**src/rtl/mc_control_if.sv**
```systemverilog
// Memory handshake bundle between the multi-cycle controller and its fetch/data ports.
// Latency: none, plain wires grouped for port connection.
// Backpressure: requests stay asserted until the matching *_ready_i is seen high.
interface mc_control_if;
    logic       imem_req_o;
    logic       imem_ready_i;
    logic       dmem_req_o;
    logic       dmem_we_o;
    logic [1:0] dmem_size_o;
    logic       dmem_ready_i;

    // Controller side drives requests and samples readies.
    modport master (
        output imem_req_o,
        input  imem_ready_i,
        output dmem_req_o,
        output dmem_we_o,
        output dmem_size_o,
        input  dmem_ready_i
    );

    // Memory side answers requests with ready.
    modport slave (
        input  imem_req_o,
        output imem_ready_i,
        input  dmem_req_o,
        input  dmem_we_o,
        input  dmem_size_o,
        output dmem_ready_i
    );
endinterface

```
**src/rtl/mc_control.sv**
```systemverilog
// Multi-cycle CPU control FSM (FETCH/DECODE/EXEC/MEM/WB/TRAP); MC_CONTROL_ILLEGAL_TRAP_EN enables TRAP.
// Latency: zero-wait R/I/J 4 cycles, B 3, S 4, L 5; outputs are combinational from state and inputs.
// Backpressure: FETCH/MEM hold their request until ready; 2^TIMEOUT_W-1 unacknowledged cycles abort with bus_err_o.
module mc_control #(
    parameter int TIMEOUT_W = 4
) (
    input  logic         clk_i,
    input  logic         rst_i,
    input  logic [2:0]   op_i,
    input  logic [2:0]   func2_i,
    input  logic         branch_taken_i,
    mc_control_if.master bus,
    output logic         ir_we_o,
    output logic         pc_we_o,
    output logic [1:0]   pc_sel_o,
    output logic         rf_we_o,
    output logic [1:0]   wb_sel_o,
    output logic         alu_src_o,
    output logic [2:0]   state_o,
    output logic         retire_o,
    output logic         bus_err_o,
    output logic         trap_o
);

    typedef enum logic [2:0] {
        FETCH  = 3'd0,
        DECODE = 3'd1,
        EXEC   = 3'd2,
        MEM    = 3'd3,
        WB     = 3'd4,
        TRAP   = 3'd5
    } state_t;

    localparam logic [2:0] OP_R = 3'b000;
    localparam logic [2:0] OP_I = 3'b001;
    localparam logic [2:0] OP_L = 3'b010;
    localparam logic [2:0] OP_S = 3'b011;
    localparam logic [2:0] OP_B = 3'b100;
    localparam logic [2:0] OP_J = 3'b101;

    localparam logic [1:0] PC_SEL_SEQ = 2'd0;
    localparam logic [1:0] PC_SEL_BR  = 2'd1;
    localparam logic [1:0] PC_SEL_JMP = 2'd2;

    localparam logic [1:0] WB_SEL_ALU  = 2'd0;
    localparam logic [1:0] WB_SEL_LOAD = 2'd1;
    localparam logic [1:0] WB_SEL_LINK = 2'd2;

    // Wait limit is the all-ones value of the counter.
    localparam logic [TIMEOUT_W-1:0] WAIT_LIMIT = '1;

    // Where an abandoned (timed-out) transaction goes next.
`ifdef MC_CONTROL_ILLEGAL_TRAP_EN
    localparam state_t ABORT_STATE = TRAP;
`else
    localparam state_t ABORT_STATE = FETCH;
`endif

    state_t               state_q;
    state_t               state_d;
    logic [TIMEOUT_W-1:0] wait_q;
    logic [TIMEOUT_W-1:0] wait_d;
    logic                 wait_expired;

    logic       imem_req;
    logic       dmem_req;
    logic       dmem_we;
    logic [1:0] dmem_size;
    logic       ir_we;
    logic       pc_we;
    logic [1:0] pc_sel;
    logic       rf_we;
    logic [1:0] wb_sel;
    logic       alu_src;
    logic       retire;
    logic       bus_err;

    // Only the low two qualifier bits carry the access size.
    logic unused_func2;
    assign unused_func2 = func2_i[2];

    // The counter holds the number of unacknowledged request cycles so far.
    assign wait_expired = (wait_q == WAIT_LIMIT);

    // State and wait-counter registers with synchronous reset.
    always_ff @(posedge clk_i) begin
        if (rst_i) begin
            state_q <= FETCH;
            wait_q  <= '0;
        end else begin
            state_q <= state_d;
            wait_q  <= wait_d;
        end
    end

    // Next-state, wait-counter and control decode for the current state.
    always_comb begin
        state_d   = state_q;
        wait_d    = '0;
        imem_req  = 1'b0;
        dmem_req  = 1'b0;
        dmem_we   = 1'b0;
        dmem_size = 2'd0;
        ir_we     = 1'b0;
        pc_we     = 1'b0;
        pc_sel    = PC_SEL_SEQ;
        rf_we     = 1'b0;
        wb_sel    = WB_SEL_ALU;
        alu_src   = 1'b0;
        retire    = 1'b0;
        bus_err   = 1'b0;

        case (state_q)
            FETCH: begin
                imem_req = 1'b1;
                if (bus.imem_ready_i) begin
                    // Ready on the limit cycle still completes normally.
                    ir_we   = 1'b1;
                    pc_we   = 1'b1;
                    pc_sel  = PC_SEL_SEQ;
                    state_d = DECODE;
                end else if (wait_expired) begin
                    bus_err = 1'b1;
                    state_d = ABORT_STATE;
                end else begin
                    wait_d = wait_q + 1'b1;
                end
            end

            DECODE: begin
                case (op_i)
                    OP_R, OP_I, OP_L, OP_S, OP_B, OP_J: state_d = EXEC;
                    default: begin
`ifdef MC_CONTROL_ILLEGAL_TRAP_EN
                        state_d = TRAP;
`else
                        // Unassigned opcodes retire as NOPs.
                        retire  = 1'b1;
                        state_d = FETCH;
`endif
                    end
                endcase
            end

            EXEC: begin
                case (op_i)
                    OP_R: begin
                        alu_src = 1'b0;
                        state_d = WB;
                    end
                    OP_I: begin
                        alu_src = 1'b1;
                        state_d = WB;
                    end
                    OP_L, OP_S: begin
                        // Address = base + immediate.
                        alu_src = 1'b1;
                        state_d = MEM;
                    end
                    OP_B: begin
                        alu_src = 1'b0;
                        pc_we   = branch_taken_i;
                        pc_sel  = PC_SEL_BR;
                        retire  = 1'b1;
                        state_d = FETCH;
                    end
                    OP_J: begin
                        pc_we   = 1'b1;
                        pc_sel  = PC_SEL_JMP;
                        state_d = WB;
                    end
                    default: state_d = FETCH;
                endcase
            end

            MEM: begin
                dmem_req  = 1'b1;
                dmem_we   = (op_i == OP_S);
                dmem_size = func2_i[1:0];
                if (bus.dmem_ready_i) begin
                    if (op_i == OP_S) begin
                        retire  = 1'b1;
                        state_d = FETCH;
                    end else begin
                        state_d = WB;
                    end
                end else if (wait_expired) begin
                    bus_err = 1'b1;
                    state_d = ABORT_STATE;
                end else begin
                    wait_d = wait_q + 1'b1;
                end
            end

            WB: begin
                rf_we = 1'b1;
                if (op_i == OP_L) begin
                    wb_sel = WB_SEL_LOAD;
                end else if (op_i == OP_J) begin
                    wb_sel = WB_SEL_LINK;
                end else begin
                    wb_sel = WB_SEL_ALU;
                end
                retire  = 1'b1;
                state_d = FETCH;
            end

`ifdef MC_CONTROL_ILLEGAL_TRAP_EN
            TRAP: begin
                // Parked until reset; all strobes stay at their defaults.
                state_d = TRAP;
            end
`endif

            default: state_d = FETCH;
        endcase
    end

    // Strobes are forced low while reset is held so no side effect escapes mid-reset.
    assign bus.imem_req_o  = imem_req & ~rst_i;
    assign bus.dmem_req_o  = dmem_req & ~rst_i;
    assign bus.dmem_we_o   = dmem_we  & ~rst_i;
    assign bus.dmem_size_o = dmem_size;
    assign ir_we_o         = ir_we    & ~rst_i;
    assign pc_we_o         = pc_we    & ~rst_i;
    assign rf_we_o         = rf_we    & ~rst_i;
    assign retire_o        = retire   & ~rst_i;
    assign bus_err_o       = bus_err  & ~rst_i;
    assign pc_sel_o        = pc_sel;
    assign wb_sel_o        = wb_sel;
    assign alu_src_o       = alu_src;
    assign state_o         = state_q;

`ifdef MC_CONTROL_ILLEGAL_TRAP_EN
    assign trap_o = (state_q == TRAP);
`else
    assign trap_o = 1'b0;
`endif

endmodule

```
**src/flat_wrapper.sv**
```systemverilog
// flat-port wrapper written by rule: the top's interface ports become plain ports
module mc_control_flat 
#(
    parameter int TIMEOUT_W = 4
)
  (clk_i, rst_i, op_i, func2_i, branch_taken_i, ir_we_o, pc_we_o, pc_sel_o, rf_we_o, wb_sel_o, alu_src_o, state_o, retire_o, bus_err_o, trap_o, bus_imem_req_o, bus_imem_ready_i, bus_dmem_req_o, bus_dmem_we_o, bus_dmem_size_o, bus_dmem_ready_i);
  mc_control_if bus_i ();
  input  logic clk_i;
  input  logic rst_i;
  input  logic [2:0] op_i;
  input  logic [2:0] func2_i;
  input  logic branch_taken_i;
  output logic ir_we_o;
  output logic pc_we_o;
  output logic [1:0] pc_sel_o;
  output logic rf_we_o;
  output logic [1:0] wb_sel_o;
  output logic alu_src_o;
  output logic [2:0] state_o;
  output logic retire_o;
  output logic bus_err_o;
  output logic trap_o;
  output wire logic [$bits(bus_i.imem_req_o)-1:0] bus_imem_req_o;
  input wire logic [$bits(bus_i.imem_ready_i)-1:0] bus_imem_ready_i;
  output wire logic [$bits(bus_i.dmem_req_o)-1:0] bus_dmem_req_o;
  output wire logic [$bits(bus_i.dmem_we_o)-1:0] bus_dmem_we_o;
  output wire logic [$bits(bus_i.dmem_size_o)-1:0] bus_dmem_size_o;
  input wire logic [$bits(bus_i.dmem_ready_i)-1:0] bus_dmem_ready_i;
  assign bus_imem_req_o = bus_i.imem_req_o;
  assign bus_i.imem_ready_i = bus_imem_ready_i;
  assign bus_dmem_req_o = bus_i.dmem_req_o;
  assign bus_dmem_we_o = bus_i.dmem_we_o;
  assign bus_dmem_size_o = bus_i.dmem_size_o;
  assign bus_i.dmem_ready_i = bus_dmem_ready_i;
  mc_control #(.TIMEOUT_W(TIMEOUT_W)) u_core (.clk_i(clk_i), .rst_i(rst_i), .op_i(op_i), .func2_i(func2_i), .branch_taken_i(branch_taken_i), .bus(bus_i), .ir_we_o(ir_we_o), .pc_we_o(pc_we_o), .pc_sel_o(pc_sel_o), .rf_we_o(rf_we_o), .wb_sel_o(wb_sel_o), .alu_src_o(alu_src_o), .state_o(state_o), .retire_o(retire_o), .bus_err_o(bus_err_o), .trap_o(trap_o));
endmodule
```
**config.mk**
```make
export PLATFORM = sky130hd
export DESIGN_NAME = mc_control_flat
export DESIGN_NICKNAME = d
export VERILOG_FILES = /design/src/rtl/mc_control_if.sv /design/src/rtl/mc_control.sv /design/src/flat_wrapper.sv
export SDC_FILE = /design/constraint.sdc
export NUM_CORES = 1
export LEC_CHECK = 0
export CORE_MARGIN = 2
export CORE_UTILIZATION = 37
export CTS_CLUSTER_SIZE = 8
export DETAILED_ROUTE_END_ITERATION = 6
export MAX_ROUTING_LAYER = met4
export PLACE_DENSITY = 0.77
export SETUP_SLACK_MARGIN = 0.3
export SLEW_MARGIN = 0
export SYNTH_ARGS = -nofsm -noshare
export SYNTH_HDL_FRONTEND = slang
export SYNTH_SLANG_ARGS = --single-unit
```
**constraint.sdc**
```tcl
create_clock -name clk_i -period 1.5 [get_ports clk_i]
set_input_delay 0.3 -clock clk_i [delete_from_list [all_inputs] [get_ports clk_i]]
set_output_delay 0.3 -clock clk_i [all_outputs]
set_load 0.1 [all_outputs]
```
==> results of run 1 <==
cell usage after synthesis:
cell type                  instances
sky130_fd_sc_hd__a21o_2            1
sky130_fd_sc_hd__a21oi_1           3
sky130_fd_sc_hd__a311oi_1          1
sky130_fd_sc_hd__a311oi_2          1
sky130_fd_sc_hd__a31oi_1           1
sky130_fd_sc_hd__and2_1            1
sky130_fd_sc_hd__and3_1            1
sky130_fd_sc_hd__and3_2            2
sky130_fd_sc_hd__and3b_1           1
sky130_fd_sc_hd__and3b_2           1
sky130_fd_sc_hd__buf_2             1
sky130_fd_sc_hd__buf_4             2
sky130_fd_sc_hd__buf_6             1
sky130_fd_sc_hd__clkbuf_1          1
sky130_fd_sc_hd__conb_1            1
sky130_fd_sc_hd__dfxtp_1           7
sky130_fd_sc_hd__ha_1              1
sky130_fd_sc_hd__inv_1             3
sky130_fd_sc_hd__nand2_1           4
sky130_fd_sc_hd__nand2b_1          1
sky130_fd_sc_hd__nand3_1           1
sky130_fd_sc_hd__nand3b_1          3
sky130_fd_sc_hd__nand3b_4          1
sky130_fd_sc_hd__nand4_1           1
sky130_fd_sc_hd__nand4b_1          2
sky130_fd_sc_hd__nor2_1           11
sky130_fd_sc_hd__nor2b_1           4
sky130_fd_sc_hd__nor3_1            1
sky130_fd_sc_hd__nor3b_1           4
sky130_fd_sc_hd__nor3b_2           1
sky130_fd_sc_hd__nor4_1            1
sky130_fd_sc_hd__o211ai_1          1
sky130_fd_sc_hd__o21a_1            1
sky130_fd_sc_hd__o21ai_0           1
sky130_fd_sc_hd__o21ai_1           1
sky130_fd_sc_hd__or3b_4            1
sky130_fd_sc_hd__xnor2_1           1
per-stage QoR:
stage | instance area [um2] | worst slack, ps
detailed placement | 1310 | -591
floorplan | 706 | -564
global placement | 1310 | -436
kinds of logic after synthesis:
kind of cell | Yosys count | synth area share (%)
xor+xnor | 1 | 1.56
flops | 7 | 25.0
compound gates | 11 | 14.1
other cells | 1 | 0.669
simple gates | 42 | 48.2
buf+inv | 8 | 8.26
fa+ha+maj | 1 | 2.23
==> reports/metrics.cfg, run 1 <==
[clocking]
clock-sinks = 7
clock_tree.root_cell = sky130_fd_sc_hd__clkbuf_4
postCtsResizedCells = 26
cts_post_setup_buffers_inserted = 6
max-clock-path-buffers = 2
ctsHtreeMaxLevel = 1
numCtsBuffers = 3
holdBufCountCts = 0

[yosys]
synthCells = 71
number_of_library_cell_types_mapped_by_synthesis = 37
ys.warnings.count = 0
synth.ff_latch_count = 7
synth_area_per_cell_um2 = 7.89
synth.yosys.seq_area_share_pct = 25.0
proportion_of_netlist_area_held_by_the_largest_area_contributor_pct = 25.0
ys_top_cells_by_area = sky130_fd_sc_hd__dfxtp_1, sky130_fd_sc_hd__nor2_1, sky130_fd_sc_hd__nor3b_1
yosysTopAreaCell = sky130_fd_sc_hd__dfxtp_1
syn-cell-area_um2 = 561
mappedNetlistNets = 83

[floorplan]
boundaryPins = 30
start_util_pct = 38.6
chipHeight_um = 42.9
dieWidth_um = 42.9
num_rows = 14

[place]
place_congestion = 0.834
port_buffers = 27
place_hpwl_mm = 1.85
place_inst = 133

[outcome]
stop_stage = clock tree synthesis
firstError = [ERROR DPL-0033] detailed placement checks failed during check placement.
status = aborted with a tool error

==> run 2, diff against run 1 <==
- CORE_AREA: not set -> 2 2 63 65
- CORE_MARGIN: 2 -> not set
- CORE_UTILIZATION: 37 -> not set
- CTS_CLUSTER_SIZE: 8 -> not set
- DIE_AREA: not set -> 0 0 65 67
- MAX_ROUTING_LAYER: met4 -> not set
- PLACE_DENSITY: 0.77 -> not set
- PLACE_DENSITY_LB_ADDON: not set -> 0.15
- SETUP_SLACK_MARGIN: 0.3 -> not set
==> reports/metrics.cfg, run 2 <==
[outcome]
status = complete, but fails checks
violations = negative setup slack

[timing]
setup-violations-final = 16
timing.final.hold_violations = 0
layout_setup_ws_ps = -284
hold_slack_ps = 460
rsz0062_at_grt = yes
max_freq_ghz = 0.561
timing.final.crit_share_pct = 119
finalCriticalPeriod_ps = 1780
clock-skew-final_ps = 6.09
timing.final.max_slew_violations = 0

[power]
cellInternalPower_mw = 0.539
power.sequential.fraction_pct = 24.0
power.ir.vdd_worst_v = 0.000519
power.share.switching_pct = 36.3
leakage_nw = 0.612
netSwitchingPower_mw = 0.307
total_power_per_unit_cell_area_nw_per_um2 = 557
clock_power_share_pct = 32.3
combPwrFrac_pct = 43.7
p_total_mw = 0.846

[clocking]
clkLatencyLatePin_ps = 230
max-clock-path-buffers = 2
clock_tree.root_cell = sky130_fd_sc_hd__clkbuf_8
holdBufCountCts = 0
ctsHtreeMaxLevel = 1
clock-sinks = 7
clk_transition_reported_paths_ps = 40
numCtsBuffers = 3
tritoncts = yes

[global_routing]
gr-total-overflow = 0
first_pass_grt_wire_length_mm = 3.32
grt_start_max_net_pins = 10
global_route.usage.total_pct = 9.98
vias_in_the_first_global_route = 723
grt_antenna_before_repair = 0

[floorplan]
dieWidth_um = 65
num_rows = 22
boundaryPins = 30
chipHeight_um = 67
floorplan.die_area_um2 = 4360
fp.coreArea_um2 = 3610
start_util_pct = 15.5

[worst_setup_path]
critPathRequiredTime_ps = 1200
critPathBufInv = 1
critical_path.endpoint_type = primary output
timing_worst_setup_path_type = flip-flop to primary output
cpMaxStageDelayCell = sky130_fd_sc_hd__dfxtp_4
startpoint_type = flip-flop
data_arrival_time_of_the_critical_path_ps = 1480
critPathTopFamily = simple AND/OR/NAND/NOR gates
critical_path_peak_fanout = 5
largest_stage_delay_worst_path_ps = 360
worstPathCellList = nor3b_4 > nand3b_1 > a31oi_4 > buf_12

[yosys]
synth_edf_count = 0
synth.yosys.seq_area_share_pct = 25.0
syn-cell-area_um2 = 561
synth_area_per_cell_um2 = 7.89
proportion_of_netlist_area_held_by_the_largest_area_contributor_pct = 25.0
ys_top_cells_by_area = sky130_fd_sc_hd__dfxtp_1, sky130_fd_sc_hd__nor2_1, sky130_fd_sc_hd__nor3b_1
synth.ff_latch_count = 7
postSynth.topFlopCell = sky130_fd_sc_hd__dfxtp_1
yosys.cell_count.top_type = sky130_fd_sc_hd__nor2_1
ys_async_sr_fraction_pct = 0
mappedNetlistNets = 83
ys_top_cells_by_count = sky130_fd_sc_hd__nor2_1, sky130_fd_sc_hd__dfxtp_1, sky130_fd_sc_hd__nand2_1, sky130_fd_sc_hd__nor2b_1, sky130_fd_sc_hd__nor3b_1
ys.warnings.count = 0
yosysTopAreaCell = sky130_fd_sc_hd__dfxtp_1
number_of_library_cell_types_mapped_by_synthesis = 37
synthCells = 71

[place]
place_hpwl_mm = 1.58
port_buffers = 27
place_congestion = 0.715
placed_cell_area_um2 = 1310

[final_layout]
layout_common_cells = sky130_fd_sc_hd__buf_4, sky130_fd_sc_hd__buf_12, sky130_fd_sc_hd__buf_6
nets = 139
area_delta_synth_final_pct = 171
final_common_cell = sky130_fd_sc_hd__buf_4
fillCellCount = 356
n_antenna_cell = 0
largest-register = u_core.wait_q
final_design_area_no_fill_um2 = 1520
largest_register_ff_count = 4
layout-drive-gt1-share_pct = 66.7

[run]
maxCapViolations = 0

[routing]
detail_route.drc_violations = 0
routed_wl_mm = 2.00
detailroute.via_count = 708
drt-pass1-iter-count = 4
detail-route-antenna-nets = 0
vias_per_cell = 4.07
drt_iter0_markers = 19
routed_wire_length_per_instance_um = 11.5

[worst_hold_path]
hold_class = flip-flop to flip-flop

## run 2: cell counts after synthesis
No cell type changed its count.
## run 2: logic make-up (layout without fill, tap and decap cells)
group	count (synthesis)	after routing	synth area share, %
AOI/OAI and AO/OA	11	11	14.1
xor gates and xnor gates	1	1	1.56
adders and majority gates	1	1	2.23
buffers and inverters	8	63	8.26
DFF	7	7	25.0
other	1	1	0.669
and+or+nand+nor	42	42	48.2
## run 2: final cells by class
type | instances | area, um2 | share of cell area, %
repair buffers | 56 | 698 | 46.0
multi-input cells | 56 | 548 | 36.1
flip-flops and latches | 7 | 151 | 9.98
well taps | 48 | 60.1 | 3.96
clock buffers | 4 | 45.0 | 2.97
inverters | 3 | 15.0 | 0.989
## run 2: per-layer routing
layer	vias up	GRT usage [%]	part of all wire [%]
li1	360	-	-
met1	317	10.7	37
met5	-	0	0
met3	7	3.89	7.0
met4	0	2.39	1.8
met2	24	18.3	54
## run 2: path summary, 6_finish.rpt
path / startpoint / endpoint / slack (ps) / cells after the start
setup / recovery: u_core.state_o[2] / retire_o / -280 / 4
hold / removal: u_core.wait_q[0] / u_core.wait_q[0] / 460 / 1
setup reg to reg: u_core.state_o[2] / u_core.state_o[1] / -80 / 6
hold reg to reg: u_core.wait_q[0] / u_core.wait_q[0] / 460 / 1
## run 2: what timing repair did
action                                  4_1_cts  5_1_grt
endpoints found under the setup margin       15       16
pin swaps                                    13        4
buffers inserted                              6        3
resized for setup                            37        3
## run 2: power groups by stage
stage | Sequential, mW | Combinational [mW] | Clock (mW)
finish | 0.203 | 0.370 | 0.273
global route | 0.204 | 0.389 | 0.301
CTS | 0.204 | 0.365 | 0.271
detailed placement | 0.204 | 0.332 | 0
global placement | 0.204 | 0.331 | 0
floorplan | 0.230 | 0.170 | 0
## run 2: stage by stage
step | utilization [%] | instances | TNS, ps | setup WS [ps]
2_1_floorplan | - | 71 | -5860 | -565
3_3_place_gp | 36.3 | 161 | -4620 | -482
6_report | 42.1 | 174 | -2630 | -284
5_1_grt | 42.1 | 174 | -3590 | -384
4_1_cts | 41.1 | 171 | -2410 | -314
3_5_place_dp | 36.3 | 161 | -4600 | -500
Note: power is estimated with default switching activity, not from simulation.
